## config.mk

```make
export PLATFORM = sky130hd
export DESIGN_NAME = ifetch
export DESIGN_NICKNAME = d
export VERILOG_FILES = /design/src/rtl/ifetch_pkg.sv /design/src/rtl/ifetch_inst_queue.sv /design/src/rtl/ifetch.sv
export SDC_FILE = /design/constraint.sdc
export NUM_CORES = 1
export LEC_CHECK = 0
export ABC_CLOCK_PERIOD_IN_PS = 5300
export CORE_MARGIN = 4
export CORE_UTILIZATION = 50
export DETAILED_ROUTE_END_ITERATION = 10
export HOLD_SLACK_MARGIN = 0.1
export PLACE_DENSITY = 0.68
export SETUP_SLACK_MARGIN = 0.5
export SYNTH_ARGS = -nofsm -noshare
export SYNTH_HDL_FRONTEND = slang
export SYNTH_SLANG_ARGS = --single-unit
export TNS_END_PERCENT = 100
```

## constraint.sdc

```tcl
create_clock -name clk_in -period 5.3 [get_ports clk_in]
set_input_delay 0.795 -clock clk_in [delete_from_list [all_inputs] [get_ports clk_in]]
set_output_delay 0.795 -clock clk_in [all_outputs]
set_load 0.02 [all_outputs]
```

## src/rtl/ifetch_pkg.sv

```systemverilog
// ============================================================================
// Module   : ifetch_pkg
// Purpose  : Shared types and constants for the instruction fetch stage.
// Revision : 1.0
// ============================================================================
`default_nettype none

package ifetch_pkg;

  localparam logic [31:0] DEFAULT_RESET_PC = 32'h0000_0000;
  localparam int          INST_W           = 32;
  localparam int          ADDR_W           = 32;

  typedef enum logic [1:0] {
    ST_IDLE = 2'd0,
    ST_WAIT = 2'd1,
    ST_DROP = 2'd2
  } fetch_state_e;

  typedef struct packed {
    logic [INST_W-1:0] inst;
    logic [ADDR_W-1:0] pc;
  } iq_entry_t;

endpackage

`default_nettype wire

```

## src/rtl/ifetch_inst_queue.sv

```systemverilog
// ============================================================================
// Module   : ifetch_inst_queue
// Purpose  : Circular instruction queue of {inst, pc} with push/pop/flush.
// Revision : 1.0
// ============================================================================
`default_nettype none

module ifetch_inst_queue
  import ifetch_pkg::*;
#(
  parameter int DEPTH_LOG = 2
) (
  input  logic                 clk,
  input  logic                 rst_n,
  input  logic                 push,
  input  iq_entry_t            push_data,
  input  logic                 pop,
  input  logic                 flush,
  output iq_entry_t            head,
  output logic [DEPTH_LOG:0]   count,
  output logic                 full
);

  localparam int DEPTH = 1 << DEPTH_LOG;

  iq_entry_t              mem_q [DEPTH];
  iq_entry_t              mem_d [DEPTH];
  logic [DEPTH_LOG-1:0]   wr_ptr_q, wr_ptr_d;
  logic [DEPTH_LOG-1:0]   rd_ptr_q, rd_ptr_d;
  logic [DEPTH_LOG:0]     count_q, count_d;
  logic                   empty;
  logic                   do_push;
  logic                   do_pop;

  assign empty   = (count_q == '0);
  assign full    = (count_q == (DEPTH_LOG+1)'(DEPTH));
  assign do_pop  = pop & ~empty;
  // A push into a full queue is allowed only when the head leaves in the same cycle.
  assign do_push = push & (~full | do_pop);

  always_comb begin
    mem_d    = mem_q;
    wr_ptr_d = wr_ptr_q;
    rd_ptr_d = rd_ptr_q;
    count_d  = count_q;
    if (flush) begin
      wr_ptr_d = '0;
      rd_ptr_d = '0;
      count_d  = '0;
    end else begin
      if (do_push) begin
        mem_d[wr_ptr_q] = push_data;
        wr_ptr_d        = wr_ptr_q + DEPTH_LOG'(1);
      end
      if (do_pop) begin
        rd_ptr_d = rd_ptr_q + DEPTH_LOG'(1);
      end
      count_d = count_q + (DEPTH_LOG+1)'(do_push) - (DEPTH_LOG+1)'(do_pop);
    end
  end

  always_ff @(posedge clk or negedge rst_n) begin
    if (!rst_n) begin
      for (int i = 0; i < DEPTH; i++) begin
        mem_q[i] <= '0;
      end
      wr_ptr_q <= '0;
      rd_ptr_q <= '0;
      count_q  <= '0;
    end else begin
      mem_q    <= mem_d;
      wr_ptr_q <= wr_ptr_d;
      rd_ptr_q <= rd_ptr_d;
      count_q  <= count_d;
    end
  end

  assign head  = mem_q[rd_ptr_q];
  assign count = count_q;

endmodule

`default_nettype wire

```

## src/rtl/ifetch.sv

```systemverilog
// ============================================================================
// Module   : ifetch
// Purpose  : PC, single-outstanding fetch FSM and redirect handling.
// Revision : 1.0
// ============================================================================
`default_nettype none

module ifetch
  import ifetch_pkg::*;
#(
  parameter int          QDEPTH_LOG = 2,
  parameter logic [31:0] RESET_PC   = DEFAULT_RESET_PC
) (
  input  logic              clk_in,
  input  logic              rst_in,
  input  logic              rdy_in,
  output logic              ic_req_valid,
  output logic [ADDR_W-1:0] ic_req_addr,
  input  logic              ic_req_ready,
  input  logic              ic_resp_valid,
  input  logic [INST_W-1:0] ic_resp_inst,
  input  logic              redirect_valid,
  input  logic [ADDR_W-1:0] redirect_pc,
  output logic              inst_valid,
  output logic [INST_W-1:0] inst_out,
  output logic [ADDR_W-1:0] inst_pc,
  input  logic              inst_ready
);

  fetch_state_e        state_q, state_d;
  logic [ADDR_W-1:0]   pc_q, pc_d;
  logic [ADDR_W-1:0]   req_pc_q, req_pc_d;

  logic                q_push;
  logic                q_pop;
  logic                q_full;
  logic [QDEPTH_LOG:0] q_count;
  iq_entry_t           q_head;
  logic                redirect_fire;
  logic                req_fire;

  assign redirect_fire = redirect_valid & rdy_in;
  // Gated by reset so no request is ever presented while the cache is held in reset.
  assign ic_req_valid  = rst_in & (state_q == ST_IDLE) & rdy_in & ~redirect_valid & ~q_full;
  assign req_fire      = ic_req_valid & ic_req_ready;
  assign ic_req_addr   = pc_q;

  assign inst_valid    = (q_count != '0);
  assign inst_out      = q_head.inst;
  assign inst_pc       = q_head.pc;
  assign q_pop         = inst_valid & inst_ready & rdy_in & ~redirect_valid;

  always_comb begin
    state_d  = state_q;
    pc_d     = pc_q;
    req_pc_d = req_pc_q;
    q_push   = 1'b0;
    if (redirect_fire) begin
      pc_d = redirect_pc;
      // A response landing with the redirect retires the outstanding request.
      case (state_q)
        ST_WAIT, ST_DROP: state_d = ic_resp_valid ? ST_IDLE : ST_DROP;
        default:          state_d = ST_IDLE;
      endcase
    end else begin
      if (req_fire) begin
        req_pc_d = pc_q;
        pc_d     = pc_q + 32'd4;
        state_d  = ST_WAIT;
      end
      if (ic_resp_valid) begin
        case (state_q)
          ST_WAIT: begin
            q_push  = 1'b1;
            state_d = ST_IDLE;
          end
          ST_DROP: state_d = ST_IDLE;
          default: ;
        endcase
      end
    end
  end

  always_ff @(posedge clk_in or negedge rst_in) begin
    if (!rst_in) begin
      state_q  <= ST_IDLE;
      pc_q     <= RESET_PC;
      req_pc_q <= '0;
    end else begin
      state_q  <= state_d;
      pc_q     <= pc_d;
      req_pc_q <= req_pc_d;
    end
  end

  ifetch_inst_queue #(
    .DEPTH_LOG (QDEPTH_LOG)
  ) u_queue (
    .clk       (clk_in),
    .rst_n     (rst_in),
    .push      (q_push),
    .push_data ('{inst: ic_resp_inst, pc: req_pc_q}),
    .pop       (q_pop),
    .flush     (redirect_fire),
    .head      (q_head),
    .count     (q_count),
    .full      (q_full)
  );

endmodule

`default_nettype wire

```

==> impl_results.md, run 1 <==
* CTS hold repair buffers at 0
* CP peak stage delay at 0.62 ns
* Setup_tns at 0 ns
* Slew Viols, Final at 0
* Skew-Pair Late Insertion Delay at just over 0.5 ns
* HPWL Detailed at 19100 um
* First-pass GRT wire length at 53700 um
* Initial antenna violation count at 0
* Largest net degree at the start of global routing at 173
* Syn Area/Cell at roughly 14 um2
* Starting Density at about half
* Hold crit path type: input port to asynchronous set/reset pin
* Die H at around 180 um
* Ys async rst share at 100%
* Post-Syn Area at between 0.01 and 0.015 mm2
* # port buffers at roughly 170
* Critical Path, Cell by Cell: buf_12 -> mux4_2 -> clkdlybuf4s50_1
* Syn Inst Count at about 1000
* Hold Fails Final Rpt at 0
* Peak supply drop at between 0.0002 and 0.0003 V
* Max Fclk at 283 MHz
* Worst Setup Start Kind: flop
* Post-detailed-route wirelength per cell at a little over 20 um
* Fill cells at 2241
* Synth Flop Type: dfrtp_1
* Synth Register Bits at 329
* Global route hottest layer: met2
* DRT Pass-1 Iters at 4
* Fin util at between 60% and 70%
* Register area share after synthesis at 55.9%
* Share of post-route cells with drive strength above 1 at ~33%
* CTS resizes at 0
* Total GRT Usage at between 20% and 30%
* Die area at around 0.032 mm2
* Most common cell after layout, fill and taps aside: dfrtp_1
* Power per cell area at 481 mW/mm2
* Die width at about 180 um
* Critical Path End Type: primary output
* Area grow syn2layout at 20.6%
* DRC errors left at 0
* Fin crit period at around 3.5 ns
* Vias in the first global route at between 9000 and 10000
* Status: complete, no violations
* Critical path class: flop to primary output
* N_diodes at 0
* Met3 Use GR at about 4.5%
* Vias per cell at ~5.7
* Final Cycle Share at roughly 67%
* Final setup fails at 0
* Vias at 9040
* Final Wtd Congestion at ~0.80
* Crit-path max FO at between 50 and 60
* Clk sinks at between 300 and 400
* Largest delay share family, worst path: buffers and inverters
* Max-capacitance violation count at 0
* Layout Nets at approximately 1300
* WP data required at about 4.5 ns
* DR iter-0 viols at ~430
* Most frequent cells in the layout: dfrtp_1, mux2_2, clkdlybuf4s50_1
* Critical path buffer and inverter count at 2
* Cell taking the most area after synthesis: dfrtp_1
* Layout Skew at 0.0246 ns
* Leak pwr at slightly above 8 nW
* Final ANT Viol Nets at 0
* CTS tree: yes
* Slew @ Worst Pin at around 1.1 ns
* Drt total wl at around 32000 um
* Critical-path top delay cell: mux4_2
* Max_slew headroom at between 20% and 30%
* Synth top area share at 55.9%
* CTS Root Cell: clkbuf_16
* Routing usage on met2 at approximately 32%
* Congestion Overflow GR at 0
* Pre-CTS setup slack at around 1.7 ns
* Arr. time, crit path at ~2.7 ns
* Slack of the critical path at approximately 1.8 ns
* Bufs on Longest Clock Path at 3
* Mapped Nets at approximately 1100
* Post-synthesis cell type count at between 50 and 60
* Synth area leaders: dfrtp_1, mux2_2, mux4_2
* Io pins at ~170
* Std cell rows at 62
* CORE AREA at 0.0289 mm2
* H-tree depth at 2
* Ys Warns at 0
* GR Util met1 at between 20% and 30%
* Number of flops mapped to enable cells by yosys at 0
* Setup Fix Bufs, Post-CTS at 0
* Reg clk slew, reported paths at ~0.06 ns
* Unrepaired setup endpoints after global routing: no
* CTS buffer count at 36
-- sequential cells by signal (all words and copies together) (netlist names) --
name and flops:
u_queue.mem_q 256, ic_req_addr 32, req_pc_q 32, u_queue.count 3, state_q 2, u_queue.rd_ptr_q 2
u_queue.wr_ptr_q 2
-- Yosys cell counts, types with 9 or more instances --
library cell / instances
dfrtp_1: 329
nor2_1: 15
nand3_1: 18
o21ai_0: 22
clkbuf_1: 21
o311ai_0: 9
buf_2: 16
nand2_1: 141
buf_6: 24
and2_1: 9
mux4_2: 64
a21oi_1: 10
ha_1: 9
mux2_2: 256
-- metal layers --
layer	up-vias	share of wire (%)
met5	-	0
met4	0	1.9
met3	51	5.3
met2	209	47
met1	4706	46
li1	4074	-
-- logic make-up (layout without fill, tap and decap cells) --
family / after synthesis / count (layout) / share of synthesized area [%]
buffers and inverters: 73 / 250 / 3.24
adders and majority gates: 10 / 10 / 0.900
muxes: 322 / 322 / 29.5
AOI/OAI and AO/OA: 75 / 75 / 3.49
and+or+nand+nor: 217 / 217 / 6.57
DFF: 329 / 329 / 55.9
xor gates and xnor gates: 8 / 8 / 0.475
-- per-stage QoR --
step	hold WS (ns)	total power (W)	cell area, um2	std cells
after CTS	0.131	0.00868	17800	1595
after global routing	0.144	0.00903	17800	1595
final	0.148	0.00856	17800	1595
after global placement	0.480	0.00609	16600	1529
after floorplan	0.474	0.00502	14700	1034
after detailed placement	0.488	0.00616	16600	1529
-- final timing paths --
kind,depth (start not counted),end,slack (ns),start
hold / removal,1,ic_req_addr[5],0.15,rst_in
setup reg to reg,4,u_queue.mem_q[87],2.60,u_queue.count[2]
max in group asynchronous,3,u_queue.mem_q[156],3.24,rst_in
setup / recovery,3,inst_pc[27],1.76,u_queue.rd_ptr_q[0]
min in group clk_in,1,u_queue.mem_q[237],0.50,u_queue.mem_q[237]
hold reg to reg,1,u_queue.mem_q[237],0.50,u_queue.mem_q[237]
-- report_power, final --
group	internal [W]	switching, W
clock	0.00149	0.000985
sequential	0.00307	0.000472
combinational	0.00139	0.00115
-- cell type report --
type / count / area [um2] / share of cell area, %
clock buffer: 50 / 1010 / 5.71
clock inverter: 16 / 169 / 0.950
inverter: 8 / 30.0 / 0.169
multi-input combinational: 632 / 6070 / 34.1
sequential: 329 / 8240 / 46.4
tap: 384 / 480 / 2.70
timing repair buffer: 176 / 1770 / 9.97
No activity file was read; power rests on OpenSTA's default activity.
==> run 2: changes to the inputs <==
Settings changed: ABC_CLOCK_PERIOD_IN_PS 5300 to 3500.
Clock period 5.3 ns to 3.5 ns, I/O delays scaled along.
==> run 2 against run 1 <==
  * Register-to-register slack worse by 1.6 ns
  * Global-route usage about the same
  * Die area unchanged
  * Sequential share of layout area down 0.62 points
  * Worst hold slack better by 0.33 ns
  * Via count grew 1.1%
  * First-iteration DRC count rose by 20%
  * Largest cell class unchanged
  * Worst setup slack worse by 1.2 ns
  * Combinational power grew 55%
  * Core utilization up 0.83 points
  * Final area rose by 1.4%
  * Clock skew decreased by 0.0026 ns
  * Critical path type unchanged
==> impl_results.md, run 2 (synthesis results as in run 1) <==
* Clock power frac at 28.6% (-0.4 points)
* Max_slew headroom at 36.4% (+10 points)
* Layout Skew at 0.0221 ns (-0.00259 ns)
* H-tree depth at 2 (unchanged)
* Slew @ Worst Pin at 0.954 ns (-0.156 ns)
* Area grow syn2layout at 22.2%
* Post-layout power at 0.0130 W (+52%)
* Most common cell after layout, fill and taps aside: dfrtp_1
* Critical path buffer and inverter count at 2 (unchanged)
* Fin crit period at around 2.9 ns
* Total GRT Usage at 20.2% (-0.030 points)
* Hold Fails Final Rpt at 0 (unchanged)
* Die width at 180 um (unchanged)
* CTS buffer count at 36 (unchanged)
* Drt total wl at 32700 um (+0.87%)
* CTS Root Cell: clkbuf_16
* Placed Area at 0.0168 mm2 (+1.0%)
* Status: complete, no violations
* Die H at 180 um (unchanged)
* Origin of the worst setup path: u_queue.rd_ptr_q[0]
* HPWL Detailed at 20300 um (+6.4%)
* Critical-path top delay cell: clkdlybuf4s50_1
* Logic pwr share at 30.3% (+0.6 points)
* Critical path class: flop to primary output
* DRC errors left at 0 (unchanged)
* Peak supply drop at 0.000368 V (+43%)
* CP peak stage delay at 0.58 ns (-0.04 ns)
* Bufs on Longest Clock Path at 3 (unchanged)
* Share of post-route cells with drive strength above 1 at 33.6% (+0.66 points)
* DR iter-0 viols at 519 (+20%)
* Max Fclk at approximately 340 MHz
* Critical Path, Cell by Cell: buf_16 -> mux4_2 -> clkdlybuf4s50_1
* Io pins at 169 (unchanged)
* Post-detailed-route wirelength per cell at 20.3 um (about the same)
* Max-capacitance violation count at 0 (unchanged)
* CTS tree: yes
* Area occupied by multi-input gates at 0.00606 mm2 (-0.14%)
* DRT Pass-1 Iters at 5 (+1)
* Std cell rows at 62 (unchanged)
* Reg clk slew, reported paths at 0.06 ns (about the same)
* Slew Viols, Final at 0 (unchanged)
* Sw Ratio at 30.1% (-0.32 points)
* Internal power at 0.00906 W (+52%)
* Vias per cell at 5.68 (+0.13%)
* Worst Reg2Reg Path Length in Cells at 10 (+6)
* Hold crit path type: input port to asynchronous set/reset pin
* Clk sinks at 329 (unchanged)
* Worst Setup Start Kind: flop
* Crit-path max FO at 14 (-75%)
* Initial antenna violation count at 0 (unchanged)
* Setup_tns at 0 ns (unchanged)
* Layout Nets at 1283 (+1.5%)
* Largest delay share family, worst path: buffers and inverters
* First-pass GRT wire length at 53500 um (-0.40%)
* Arr. time, crit path at 2.42 ns (-0.32 ns)
* # port buffers at 168 (unchanged)
* WP data required at 2.97 ns (-1.54 ns)
* FF-to-FF Start: u_queue.count[1]
* Worst path depth at 3 (unchanged)
* Starting Density at 51.1% (unchanged)
* Sequential power share at 41.1% (-0.2 points)
* Sw Pwr at 0.00391 W (+50%)
* Leak pwr at 8.46 nW (+2.5%)
* Vias in the first global route at 9704 (-2.0%)
* Final Wtd Congestion at 0.792 (-0.89%)
* Most frequent cells in the layout: dfrtp_1, mux2_2, clkdlybuf4s50_1
* Worst Setup EP: inst_pc[23]
* CORE AREA at 0.0289 mm2 (unchanged)
* Power per cell area at 720 mW/mm2 (+50%)
* Finished Cell Area at 0.0180 mm2 (+1.4%)
* Fill cells at 2252 (+0.49%)
* Register area at 0.00824 mm2 (unchanged)
* Final ANT Viol Nets at 0 (unchanged)
* Skew-Pair Late Insertion Delay at 0.50 ns (about the same)
* Top reg by flops: u_queue.mem_q
* N_diodes at 0 (unchanged)
* Final Cycle Share at 84.0%
* Vias at 9137 (+1.1%)
* Unrepaired setup endpoints after global routing: yes
* Final setup fails at 0 (unchanged)
* Die area at 0.0323 mm2 (unchanged)
* Max reg flops at 256 (unchanged)
* Hold WS at 0.473 ns (+0.325 ns)
* Congestion Overflow GR at 0 (unchanged)
* RR Endpoint: u_queue.count[2]
* Largest net degree at the start of global routing at 183 (+5.8%)
* Worst R2R Setup Slack at 0.98 ns (-1.62 ns)
* Critical Path End Type: primary output
-- run 2: cell count changes in the layout (fill, tap and decap cells not counted), moves of 2 or more --
cell | previous run | this run
dlygate4sd2_1 | 0 | 17
dlymetal6s2s_1 | 0 | 2
buf_12 | 2 | 6
clkdlybuf4s50_1 | 167 | 148
buf_16 | 0 | 2
inv_6 | 2 | 0
buf_4 | 6 | 16
clkinv_2 | 9 | 3
clkbuf_8 | 4 | 9
-- run 2: area by class of cell --
cell class,instances,area share [%]
inverter,8,0.167
multi-input combinational,632,33.6
sequential,329,45.7
tap,384,2.67
clock buffer,56,6.04
timing repair buffer,195,11.3
clock inverter,6,0.465
-- run 2: power groups by stage --
stage	sequential (W)	clock, W	combinational [W]
CTS	0.00532	0.00381	0.00398
global placement	0.00536	0	0.00392
global route	0.00546	0.00397	0.00423
detailed placement	0.00538	0	0.00397
finish	0.00533	0.00371	0.00393
floorplan	0.00521	0	0.00239
-- run 2: worst min-delay path by stage --
stage | from | endpoint | slack [ns] | depth (start not counted)
floorplan | rst_in | ic_req_addr[0] | 0.23 | 0
global placement | rst_in | u_queue.mem_q[169] | 0.39 | 1
detailed placement | rst_in | u_queue.mem_q[169] | 0.39 | 1
CTS | rst_in | u_queue.mem_q[169] | 0.46 | 2
global route | rst_in | u_queue.mem_q[169] | 0.48 | 2
finish | rst_in | u_queue.mem_q[235] | 0.47 | 2
-- run 2: what timing repair did --
| action | in CTS | in global routing |
|---|---|---|
| endpoints found under the setup margin | 38 | 23 |
| hold buffers | 1 | 0 |
| gates cloned | 1 | 1 |
| pin swaps | 0 | 0 |
| resized for setup | 18 | 3 |
| endpoints found under the hold margin | 21 | 0 |
| buffers inserted | 2 | 0 |
-- run 2: per-stage QoR --
stage                     utilization [%]  cells  setup slack (ns)
after floorplan                         -   1034              1.08
after global placement               58.1   1543             0.513
after detailed placement             58.1   1543             0.420
after CTS                            62.3   1609             0.459
after global routing                 62.4   1610             0.462
final                                62.4   1610             0.558
-- run 2: metal layers --
metal,up-vias,global-route usage [%],wire (um)
met4,0,3.41,357
li1,4114,-,-
met3,30,4.61,1960
met5,-,0,0
met2,260,32.8,15500
met1,4733,28.7,14800
